File: config.mk
export PLATFORM = sky130hd
export DESIGN_NAME = clock_divider_bank_flat
export DESIGN_NICKNAME = d
export VERILOG_FILES = /design/src/rtl/clock_divider_bank_if.sv /design/src/rtl/clock_divider_bank.sv /design/src/flat_wrapper.sv
export SDC_FILE = /design/constraint.sdc
export NUM_CORES = 1
export LEC_CHECK = 0
export ABC_AREA = 1
export CAP_MARGIN = 10
export CORE_ASPECT_RATIO = 2
export CORE_MARGIN = 4
export CORE_UTILIZATION = 48
export CTS_BUF_LIST = sky130_fd_sc_hd__clkbuf_2
export CTS_CLUSTER_DIAMETER = 120
export CTS_CLUSTER_SIZE = 8
export DETAILED_ROUTE_END_ITERATION = 8
export GPL_TIMING_DRIVEN = 0
export PLACE_DENSITY = 0.67
export SYNTH_ARGS = -nofsm -noshare
export SYNTH_HDL_FRONTEND = slang
export SYNTH_SLANG_ARGS = --single-unit
export TNS_END_PERCENT = 100
File: constraint.sdc
create_clock -name clk_i -period 2.52 [get_ports clk_i]
set_clock_uncertainty 0.05 [all_clocks]
set_input_delay 0.756 -clock clk_i [delete_from_list [all_inputs] [get_ports clk_i]]
set_output_delay 0.756 -clock clk_i [all_outputs]
set_load 0.01 [all_outputs]
File: src/rtl/clock_divider_bank_if.sv
`default_nettype none
// ============================================================================
// Module   : clock_divider_bank_if
// Brief    : Enable / configuration / output bundle for clock_divider_bank.
// Revision : 1.0 - initial release
// ============================================================================
interface clock_divider_bank_if #(
    parameter int CH    = 4,
    parameter int WIDTH = 16
);
    localparam int SEL_W = (CH > 1) ? $clog2(CH) : 1;

    logic [CH-1:0]    en_i;
    logic             wr_en_i;
    logic [SEL_W-1:0] wr_sel_i;
    logic [WIDTH-1:0] wr_div_i;
    logic             wr_mode_i;
    logic [CH-1:0]    tick_o;
    logic [CH-1:0]    clk_o;
    logic [CH-1:0]    busy_o;

    modport master (
        output en_i, wr_en_i, wr_sel_i, wr_div_i, wr_mode_i,
        input  tick_o, clk_o, busy_o
    );

    modport slave (
        input  en_i, wr_en_i, wr_sel_i, wr_div_i, wr_mode_i,
        output tick_o, clk_o, busy_o
    );
endinterface
`default_nettype wire

File: src/rtl/clock_divider_bank.sv
`default_nettype none
// ============================================================================
// Module   : clock_divider_bank
// Brief    : CH independent programmable dividers with shadowed, glitch-free
//            divisor/mode updates applied at terminal count.
// Revision : 1.0 - initial release
// ============================================================================
module clock_divider_bank #(
    parameter int CH      = 4,
    parameter int WIDTH   = 16,
    parameter int DEF_DIV = 100
) (
    input  wire logic             clk_i,
    input  wire logic             clr_i,
    clock_divider_bank_if.slave   bus
);
    localparam int               SEL_W = (CH > 1) ? $clog2(CH) : 1;
    localparam logic [WIDTH-1:0] C_DEF = WIDTH'(DEF_DIV);
    localparam logic [WIDTH-1:0] C_ONE = WIDTH'(1);

    logic [CH-1:0] w_tick;
    logic [CH-1:0] w_clk;
    logic [CH-1:0] w_busy;

    generate
        for (genvar n = 0; n < CH; n++) begin : g_ch
            logic [WIDTH-1:0] r_cnt;
            logic [WIDTH-1:0] r_div;
            logic [WIDTH-1:0] r_sh_div;
            logic             r_mode;
            logic             r_sh_mode;
            logic             r_pend;
            logic             r_tick;
            logic             r_clk;
            logic             w_en;
            logic             w_wr;
            logic             w_wrap;
            logic             w_half;
            logic [WIDTH-1:0] w_wr_div;

            assign w_en     = bus.en_i[n];
            assign w_wr     = bus.wr_en_i && (bus.wr_sel_i == SEL_W'(n));
            assign w_wrap   = (r_cnt == r_div - C_ONE);
            // Last count of the high phase: ceil(D/2)-1 == (D-1)>>1
            assign w_half   = (r_cnt == ((r_div - C_ONE) >> 1));
            assign w_wr_div = (bus.wr_div_i == '0) ? C_ONE : bus.wr_div_i;

            always_ff @(posedge clk_i) begin
                if (clr_i) begin
                    r_cnt     <= '0;
                    r_div     <= C_DEF;
                    r_mode    <= 1'b0;
                    r_sh_div  <= C_DEF;
                    r_sh_mode <= 1'b0;
                    r_pend    <= 1'b0;
                    r_tick    <= 1'b0;
                    r_clk     <= 1'b0;
                end else begin
                    if (r_pend && !w_en) begin
                        r_cnt  <= '0;
                        r_div  <= r_sh_div;
                        r_mode <= r_sh_mode;
                        r_clk  <= 1'b0;
                        r_pend <= 1'b0;
                        r_tick <= 1'b0;
                    end else if (w_en) begin
                        if (w_wrap) begin
                            r_cnt  <= '0;
                            r_tick <= 1'b1;
                            // Rising edge follows the mode in force for the new period
                            r_clk  <= r_pend ? r_sh_mode : r_mode;
                            if (r_pend) begin
                                r_div  <= r_sh_div;
                                r_mode <= r_sh_mode;
                                r_pend <= 1'b0;
                            end
                        end else begin
                            r_cnt  <= r_cnt + C_ONE;
                            r_tick <= 1'b0;
                            if (r_mode && w_half) begin
                                r_clk <= 1'b0;
                            end
                        end
                    end else begin
                        r_tick <= 1'b0;
                    end

                    // A write on an apply edge lands after the apply and stays pending
                    if (w_wr) begin
                        r_sh_div  <= w_wr_div;
                        r_sh_mode <= bus.wr_mode_i;
                        r_pend    <= 1'b1;
                    end
                end
            end

            assign w_tick[n] = r_tick;
            assign w_clk[n]  = r_clk;
            assign w_busy[n] = r_pend;
        end
    endgenerate

    assign bus.tick_o = w_tick;
    assign bus.clk_o  = w_clk;
    assign bus.busy_o = w_busy;
endmodule
`default_nettype wire

File: src/flat_wrapper.sv
// flat-port wrapper written by rule: the top's interface ports become plain ports
module clock_divider_bank_flat 
#(
    parameter int CH      = 4,
    parameter int WIDTH   = 16,
    parameter int DEF_DIV = 100
)
  (clk_i, clr_i, bus_en_i, bus_wr_en_i, bus_wr_sel_i, bus_wr_div_i, bus_wr_mode_i, bus_tick_o, bus_clk_o, bus_busy_o);
  clock_divider_bank_if #(.CH(CH), .WIDTH(WIDTH)) bus_i ();
  input  wire logic clk_i;
  input  wire logic clr_i;
  input wire logic [$bits(bus_i.en_i)-1:0] bus_en_i;
  input wire logic [$bits(bus_i.wr_en_i)-1:0] bus_wr_en_i;
  input wire logic [$bits(bus_i.wr_sel_i)-1:0] bus_wr_sel_i;
  input wire logic [$bits(bus_i.wr_div_i)-1:0] bus_wr_div_i;
  input wire logic [$bits(bus_i.wr_mode_i)-1:0] bus_wr_mode_i;
  output wire logic [$bits(bus_i.tick_o)-1:0] bus_tick_o;
  output wire logic [$bits(bus_i.clk_o)-1:0] bus_clk_o;
  output wire logic [$bits(bus_i.busy_o)-1:0] bus_busy_o;
  assign bus_i.en_i = bus_en_i;
  assign bus_i.wr_en_i = bus_wr_en_i;
  assign bus_i.wr_sel_i = bus_wr_sel_i;
  assign bus_i.wr_div_i = bus_wr_div_i;
  assign bus_i.wr_mode_i = bus_wr_mode_i;
  assign bus_tick_o = bus_i.tick_o;
  assign bus_clk_o = bus_i.clk_o;
  assign bus_busy_o = bus_i.busy_o;
  clock_divider_bank #(.CH(CH), .WIDTH(WIDTH), .DEF_DIV(DEF_DIV)) u_core (.clk_i(clk_i), .clr_i(clr_i), .bus(bus_i));
endmodule
==> results of run 1 <==
## worst min path at each step
stage                     cells after the start                        to  slack (ns)
after floorplan                               2  u_core.g_ch[0].r_sh_mode        0.38
after global placement                        2  u_core.g_ch[0].r_sh_mode        0.40
after detailed placement                      2  u_core.g_ch[0].r_sh_mode        0.40
after CTS                                     3   u_core.g_ch[1].r_cnt[0]       0.004
after global routing                          3   u_core.g_ch[3].r_cnt[0]        0.07
final                                         3   u_core.g_ch[1].r_cnt[0]        0.11
## worst reg2reg max path: stages (launching register included)
cell and delay (ns):
dfxtp_2 0.37, inv_2 0.06, ha_2 0.17, buf_6 0.14
nand2_8 0.08, nor2_8 0.20, nand2_1 0.09, nand2_2 0.09
nand3_1 0.07, nand2_1 0.10, nand2_1 0.09, nor2_2 0.10
nand3_2 0.15, nand2_4 0.16, buf_6 0.14, nand3_1 0.08
nand2_2 0.11, nor2_1 0.06
## flip-flops by register name, summed over array words and instances, names as in the netlist
register / cells
u_core.g_ch.r_tick: 4
u_core.g_ch.r_mode: 4
u_core.g_ch.r_sh_mode: 4
u_core.g_ch.r_pend: 4
u_core.g_ch.r_sh_div: 64
u_core.g_ch.r_cnt: 64
u_core.g_ch.r_div: 64
u_core.g_ch.r_clk: 4
## logic make-up after synthesis
kind of cell | Yosys count | synth area share (%)
buffers and inverters | 358 | 11.4
adders and majority gates | 8 | 0.750
xor gates and xnor gates | 50 | 3.59
AOI/OAI and AO/OA | 235 | 9.15
DFF | 212 | 31.8
and+or+nand+nor | 1315 | 43.3
## power by group through the flow
stage	clock network (µW)	logic, µW	registers (µW)
after floorplan	0	318	3530
after global placement	0	493	3550
after detailed placement	0	499	3550
after CTS	1690	505	3480
after global routing	1800	589	3490
final	1620	532	3480
## cells in the mapped netlist, types with 6 or more instances
master | n | share of area [%]
buf_1 | 8 | 0.23
ha_1 | 8 | 0.75
buf_4 | 17 | 0.96
inv_1 | 273 | 7.7
nand2_2 | 18 | 0.84
nand4_1 | 17 | 0.80
nor2_2 | 25 | 1.2
o21ai_0 | 76 | 2.9
clkbuf_1 | 30 | 0.84
nor3_1 | 36 | 1.4
xor2_1 | 46 | 3.0
buf_6 | 14 | 1.2
nand2_1 | 605 | 17
nor2_1 | 260 | 7.3
nand3_1 | 307 | 12
dfxtp_1 | 212 | 32
a21oi_1 | 141 | 5.3
nor2_4 | 6 | 0.51
nand3_2 | 8 | 0.60
nor4_1 | 10 | 0.47
buf_2 | 10 | 0.38
## routing by layer
| layer | GRT usage, % | wire length, µm | up-vias |
|---|---|---|---|
| li1 | - | - | 7121 |
| met1 | 24.3 | 14300 | 6318 |
| met2 | 51.6 | 22500 | 323 |
| met3 | 2.74 | 1420 | 167 |
| met4 | 17.7 | 3190 | 2 |
| met5 | 0 | 13 | - |
## through the flow
stage          hold slack (ns)  instances  utilization [%]  power (µW)
5_1_grt                 0.0689       2631             54.9        5880
4_1_cts                0.00355       2599             52.7        5670
3_5_place_dp             0.402       2562             51.4        4050
3_3_place_gp             0.396       2562             51.4        4040
6_report                 0.105       2631             54.9        5630
2_1_floorplan            0.379       2178                -        3850
## layout make-up
cell class                 count  area, µm²  area share, %
tap                          352        440           2.93
timing repair buffer          69        611           4.06
buffer                        77        507           3.37
sequential                   212       4280           28.4
multi-input combinational   1609       7980           53.0
clock inverter                 1       30.0          0.199
inverter                     279       1050           6.96
clock buffer                  31        155           1.03
antenna                        1       2.50         0.0166
## repair_timing
item                       4_1_cts  5_1_grt
setup buffers                    6       27
cloned                           0        5
setup endpoints to repair      121      127
gates resized for setup         65      115
pin swaps                       11       33
==> qor.txt, run 1 <==
Initial Util: 48.6%
Synthesized Nets: 2212
WP buf/inv: 2
beginning of the critical path: u_core.g_ch[3].r_pend
DR iter-0 viols: 776
die area: 30700 µm²
vias after detailed routing: 13900
Ports: 38
Mean Syn Cell Area: 6.12 µm²
Post-Synthesis Cells: 2178
Slew @ Worst Pin: 0.951 ns
WP data arrival: 1.63 ns
number of buffers created by CTS: 30
Final Hold Fails: 0
PwrDens: 374 nW/µm²
share of total power in combinational logic: 9.5%
gr usage total: 26.1%
total wire length: 41500 µm
CTS tree: built
commonest non-fill, non-tap cell in the layout: nand2_1
RSZ-0062 raised after global routing: yes
Core ar.: 27400 µm²
Yosys cell types: 46
largest net degree at the start of global routing: 17
setup slack after layout: 0.0859 ns
Fillers: 2889
Fmax achieved: 0.411 GHz
Seq/Total Area, Yosys: 31.8%
CTS Hold Buffers Added: 0
CTS Buffer Depth: 3
pre-CTS setup slack: -0.899 ns
P&R area growth vs syn: 12.9%
CP peak stage delay: 0.37 ns
RR Endpoint: u_core.g_ch[3].r_div[12]
DR WL/cell: 15.8 µm
Worst-Skew Late Latency: 0.96 ns
WS Path Type: reg -> out
drt first pass iters: 5
Worst Reg-to-Reg Cells: 17
LEAKAGE: 0.00664 µW
Post-synth top flop: dfxtp_1
post-route antenna net violation count: 0
FF-to-FF setup slack: 0.10 ns
Slew HR: 36.6%
Int Pwr: 4030 µW
first-pass GRT wire length: 65500 µm
RR Startpoint: u_core.g_ch[3].r_div[1]
Final nets: 2312
placed inst area: 14100 µm²
Post-synth EDFFs: 0
most frequent cells in the layout: nand2_1, nand3_1, inv_1, nor2_1, dfxtp_1
VDD IR-drop max: 0.000496 V
dpl hpwl: 32600 µm
Worst setup EP type: output port
critical path depth in cells: 2
Reg power frac: 61.8%
power share of the clock group: 28.8%
type of origin of the critical path: flop
CP delay by family, top: flip-flops
Final GP Congestion: 0.985
vias in the first global route: 13600
# port buffers: 32
CTS Root Cell: clkbuf_2
# H-tree levels: 1
via-per-instance ratio: 5.29
end of the critical path: bus_busy_o[3]
status: complete, no violations
setup tns final: 0 ns
layout cells sized above 1: 12.8%
drt drc: 0
mapped cell area: 13300 µm²
Clk pin slew, worst setup/hold paths: 0.19 ns
post-route cell area: 15100 µm²
Required @ worst endpoint: 1.71 ns
Slowest-stage cell, CP: dfxtp_2
Ys Warns: 0
switching power: 1600 µW
crit-path max FO: 2
hold path startpoint: bus_en_i[1]
crit path time final: 2.43 ns
Die Width: 126 µm
Die H: 244 µm
final global-route overflow total: 0
Final Slew Violations: 0
async set or reset register ratio after synthesis: 0%
max_cap viols: 0
initial antenna violation count: 2
CTS sink cnt: 212
crit path cell chain: buf_4 > clkdlybuf4s15_2
register bit total from synthesis: 212
final setup fails: 0
Worst Hold Class: in -> reg
standard-cell row count: 86
Sw Share: 28.4%
period utilization: 96.6%
Note: power is estimated with default switching activity, not from simulation.
==> run 2: changes to the inputs <==
--- a/config.mk
+++ b/config.mk
@@ -6,7 +6,7 @@
 export NUM_CORES = 1
 export LEC_CHECK = 0
 export ABC_AREA = 1
-export CAP_MARGIN = 10
+export CAP_MARGIN = 20
 export CORE_ASPECT_RATIO = 2
 export CORE_MARGIN = 4
 export CORE_UTILIZATION = 48
==> results of run 2 <==
The final DEF is identical to that of run 1; final timing and power are the same.
==> RTL edit 1: new RTL, settings of run 1 <==
Add an input register stage for `clr_i`, without a reset; this delays it by one clock. The other inputs are not delayed to match.
--- a/src/rtl/clock_divider_bank.sv
+++ b/src/rtl/clock_divider_bank.sv
@@ -17,6 +17,12 @@
     localparam int               SEL_W = (CH > 1) ? $clog2(CH) : 1;
     localparam logic [WIDTH-1:0] C_DEF = WIDTH'(DEF_DIV);
     localparam logic [WIDTH-1:0] C_ONE = WIDTH'(1);
+
+    logic clr_q;
+
+    always_ff @(posedge clk_i) begin
+        clr_q <= clr_i;
+    end
 
     logic [CH-1:0] w_tick;
     logic [CH-1:0] w_clk;
@@ -46,7 +52,7 @@
             assign w_wr_div = (bus.wr_div_i == '0) ? C_ONE : bus.wr_div_i;
 
             always_ff @(posedge clk_i) begin
-                if (clr_i) begin
+                if (clr_q) begin
                     r_cnt     <= '0;
                     r_div     <= C_DEF;
                     r_mode    <= 1'b0;
Check against the original RTL: not equivalent (a bounded check fails within 4 cycles, from zero or initial values).
==> RTL edit 1 against run 1 <==
Total power is 1.5% lower; routed wire length down 0.77%; worst setup slack improved by 0.024 ns; count of clock-buffer cells in the layout is the same; final area decreased by 1.6%; synthesized area shrank 0.20%; sequential cell count increased by 1; synthesized cell count about the same.
==> RTL edit 1: results (changes against run 1) <==
Critical path
  – Worst path max stage delay: 0.36 ns
  – CP max stage cell: dfxtp_2 (unchanged)
  – Reg2Reg Setup Slack: 0.15 ns (was 0.10 ns)
  – Crit path max fanout: 2 (unchanged)
  – Worst path arrival time: 1.60 ns (was 1.63 ns)

Cells and area
  – # nets final: 2,300 (was 2,312)
  – Share of cells above drive strength 1: 10.4% (was 12.8%)
  – Largest regs: u_core.g_ch.r_cnt x64, u_core.g_ch.r_div x64, u_core.g_ch.r_sh_div x64 (unchanged)
  – # fillers: 2,937 (was 2,889)

STA
  – Worst Tran Pin Value: 0.814 ns (was 0.951 ns)
  – Final setup margin: 0.109 ns (was 0.0859 ns)

Clock tree
  – Num CTS Buffers: 30 (unchanged)
  – Latest clock arrival within the worst-skew pair: 0.96 ns (about the same)
  – Clock-pin slew on the worst setup and hold paths: 0.17 ns (was 0.19 ns)
  – CTS max path bufs: 3 (unchanged)
  – H-tree Lvls: 1 (unchanged)
  – Post CTS Setup Buffer Count: 3 (was 6)
  – Post_cts resized: 55 (was 65)
  – Clock root cell: clkbuf_2 (unchanged)

Yosys
  – Ys Warns: 0 (unchanged)
  – Synth area leaders: dfxtp_1, nand2_1, nand3_1 (unchanged)
  – Top FF cell, synth: dfxtp_1 (unchanged)
  – Synth cell types: 41 (was 46)
  – Post-synth ARST share: 0% (unchanged)
  – Synth top cells by count: nand2_1, nand3_1, nor2_1 (was nand2_1, nand3_1, inv_1)
  – Seq/Total Area, Yosys: 32.0% (was 31.8%)
  – Net Count, Synth: 2,214 (was 2,212)

Power
  – Leakage: 6.49 nW (was 6.64 nW)
  – VDD IR max: 0.280 mV (was 0.496 mV)

Routing
  – DRT Pass-1 Iters: 5 (unchanged)
  – WL/cell: 15.7 um (was 15.8 um)
  – Via count: 13,900 (about the same)
  – 1st-iter DRT viols: 787 (was 776)

Place
  – Placed Area: 14,100 um^2 (about the same)
  – Final RePlAce weighted congestion: 0.950 (was 0.985)
  – Placed wire-length estimate: 32,700 um (was 32,600 um)
  – Worst slack, placed: -0.526 ns (was -0.899 ns)
  – Port bufs: 34 (was 32)

GRT
  – Vias in the first global route: 13,200 (was 13,600)
  – First-pass GRT wire length: 64,500 um (was 65,500 um)
  – Largest net degree at the start of global routing: 15 (was 17)
  – Total Routing Usage GR: 25.8% (was 26.1%)
  – Initial antenna violation count: 1 (was 2)

Status
  – Run status: finished, final reports clean (unchanged)
[RTL edit 1: cells by family (layout without fill, tap and decap cells)]
logic type      count (synthesis)  after routing  synth area share, %
flops                         213            213                 32.0
other cells                     0              1                    0
xor+xnor                       51             51                 3.67
fa+ha+maj                       8              8                0.752
simple gates                 1333           1333                 43.7
buf+inv                       346            432                 11.0
compound gates                229            229                 8.84
[RTL edit 1: power breakdown]
part           internal [W]  total (W)  switching (W)
Clock              0.000324    0.00153        0.00120
Combinational      0.000176   0.000525       0.000349
Sequential          0.00344    0.00350      0.0000566
[RTL edit 1: metrics by stage]
stage               hold WS, ns  instances
finish                   0.0988       2619
global route             0.0206       2619
CTS                      0.0152       2601
detailed placement        0.402       2566
global placement          0.392       2566
floorplan                 0.379       2180
[RTL edit 1: final cells by class]
class / instances / area [um^2] / share of cell area [%]
antenna: 1 / 2.50 / 0.0169
buffer: 73 / 453 / 3.06
clock buffer: 31 / 155 / 1.05
clock inverter: 1 / 5.00 / 0.0338
inverter: 273 / 1030 / 6.94
multi-input combinational: 1621 / 7950 / 53.7
sequential: 213 / 4290 / 29.0
tap: 352 / 440 / 2.97
timing repair buffer: 54 / 483 / 3.26
[RTL edit 1: final timing paths]
path	start	endpoint	cells past startpoint
worst min register to register	u_core.g_ch[3].r_sh_mode	u_core.g_ch[3].r_sh_mode	2
worst max register to register	u_core.g_ch[3].r_div[0]	u_core.g_ch[3].r_clk	13
worst max-delay path	u_core.g_ch[0].r_clk	bus_clk_o[0]	2
worst min-delay path	bus_en_i[1]	u_core.g_ch[1].r_cnt[0]	3
[RTL edit 1: metal layers]
layer  track usage [%]  vias up  share of wire, %
met3              2.92      122               3.5
met4              17.6        0               7.1
li1                  -     7147                 -
met5                 0        -                 0
met1              25.2     6253                36
met2              49.6      332                53
==> RTL edit 2: new RTL, settings of run 1 <==
Made on the original files. `CH` is set to 4 in 3 places; all go to 2.
--- a/src/rtl/clock_divider_bank_if.sv
+++ b/src/rtl/clock_divider_bank_if.sv
@@ -5,7 +5,7 @@
 // Revision : 1.0 - initial release
 // ============================================================================
 interface clock_divider_bank_if #(
-    parameter int CH    = 4,
+    parameter int CH    = 2,
     parameter int WIDTH = 16
 );
     localparam int SEL_W = (CH > 1) ? $clog2(CH) : 1;
--- a/src/rtl/clock_divider_bank.sv
+++ b/src/rtl/clock_divider_bank.sv
@@ -6,7 +6,7 @@
 // Revision : 1.0 - initial release
 // ============================================================================
 module clock_divider_bank #(
-    parameter int CH      = 4,
+    parameter int CH      = 2,
     parameter int WIDTH   = 16,
     parameter int DEF_DIV = 100
 ) (
--- a/src/flat_wrapper.sv
+++ b/src/flat_wrapper.sv
@@ -1,7 +1,7 @@
 // flat-port wrapper written by rule: the top's interface ports become plain ports
 module clock_divider_bank_flat 
 #(
-    parameter int CH      = 4,
+    parameter int CH      = 2,
     parameter int WIDTH   = 16,
     parameter int DEF_DIV = 100
 )
Interface: changed (5 resized); port bits go from 38 to 29. The function was not compared with the original's and may differ.
==> RTL edit 2 against run 1 <==
Global-route usage grew 0.28 points; final area is 48% lower; synthesized cell count fell by 51%; worst setup slack lost 0.0042 ns; total power is 46% lower; synthesized area fell by 49%; final cell count decreased by 49%; sequential cell count is 106 lower; critical path type is now register to register; sequential power down 49%; sequential share of layout area down 1.2 points; routed wire length fell by 48%.
==> RTL edit 2: results (changes against run 1) <==
Yosys
  – Mapped Avg Cell Area: 6.30 um^2 (was 6.12 um^2)
  – Synth top cells by count: nand2_1, nand3_1, inv_1 (unchanged)
  – Net Count, Synth: 1,104 (was 2,212)
  – Seq/Total Area, Yosys: 31.3% (was 31.8%)
  – Synth area leaders: dfxtp_1, nand2_1, nand3_1 (unchanged)

Critical path
  – R2r worst-path depth: 16 (was 17)
  – CP endpoint: u_core.g_ch[0].r_div[11] (was bus_busy_o[3])
  – CP max stage cell: dfxtp_4 (was dfxtp_2)
  – Worst path arrival time: 2.92 ns (was 1.63 ns)
  – Reg2Reg Setup Slack: 0.08 ns (was 0.10 ns)
  – Top delay family on crit path: simple AND/OR/NAND/NOR gates (was flip-flops)
  – Crit path max fanout: 8 (was 2)

Routing
  – 1st-iter DRT viols: 334 (was 776)
  – WL met1: 6600 um (was 14,300 um)
  – DR WL met3: 496 um (was 1420 um)

Clock tree
  – Clock-pin slew on the worst setup and hold paths: 0.32 ns (was 0.19 ns)
  – H-tree Lvls: 3 (was 1)
  – Latest clock arrival within the worst-skew pair: 0.61 ns (was 0.96 ns)
  – CTS max path bufs: 2 (was 3)
  – Post_cts resized: 23 (was 65)
  – Sinks on Clock Net: 106 (was 212)
  – Post CTS Setup Buffer Count: 7 (was 6)

Cells and area
  – Register area: 2150 um^2 (was 4280 um^2)
  – Multi-input gate area: 4130 um^2 (was 7980 um^2)
  – # fillers: 1,460 (was 2,889)
  – Bufs w/o clock: 83 (was 146)
  – Multi-In Gates: 793 (was 1,609)
  – Invs w/o clock: 141 (was 279)

STA
  – Slew HR: 54.7% (was 36.6%)
  – Max frequency: 410 MHz (was 411 MHz)

Place
  – Placed wire-length estimate: 17,300 um (was 32,600 um)
  – Final RePlAce weighted congestion: 1.03 (was 0.985)
  – Worst slack, placed: -0.709 ns (was -0.899 ns)
  – Placed Cells: 1,292 (was 2,562)
  – Placed Area: 7280 um^2 (was 14,100 um^2)

GRT
  – Total Routing Usage GR: 26.4% (was 26.1%)
  – First-pass GRT wire length: 32,500 um (was 65,500 um)
  – Largest net degree at the start of global routing: 18 (was 17)

Power
  – VDD IR max: 0.192 mV (was 0.496 mV)

Hold path
  – Min-delay src: bus_en_i[0] (was bus_en_i[1])

Status
  – Run status: finished, final reports clean (unchanged)
==> RTL edit 2: changes by cell type in the layout (fill, tap and decap cells not counted), moves of 22 or more <==
cell / before / now
nand3_1: 301 / 155
o21ai_0: 76 / 41
inv_1: 268 / 136
buf_4: 43 / 21
a21oi_1: 141 / 68
nor2_1: 230 / 95
dfxtp_1: 186 / 88
nand2_1: 579 / 256
clkbuf_2: 34 / 11
==> RTL edit 2: logic make-up (layout without fill, tap and decap cells) <==
| group | Yosys count | after routing | share of synthesized area [%] |
|---|---|---|---|
| xor+xnor | 29 | 29 | 3.95 |
| flops | 106 | 106 | 31.3 |
| fa+ha+maj | 4 | 4 | 0.738 |
| other cells | 0 | 1 | 0 |
| simple gates | 642 | 642 | 43.9 |
| buf+inv | 178 | 240 | 11.2 |
| compound gates | 118 | 118 | 9.00 |
==> RTL edit 2: where the power goes <==
group          total [W]  switching, W  internal, W
combinational   0.000402      0.000253     0.000148
clock           0.000856      0.000614     0.000242
sequential       0.00177     0.0000341      0.00173
total            0.00302      0.000901      0.00212
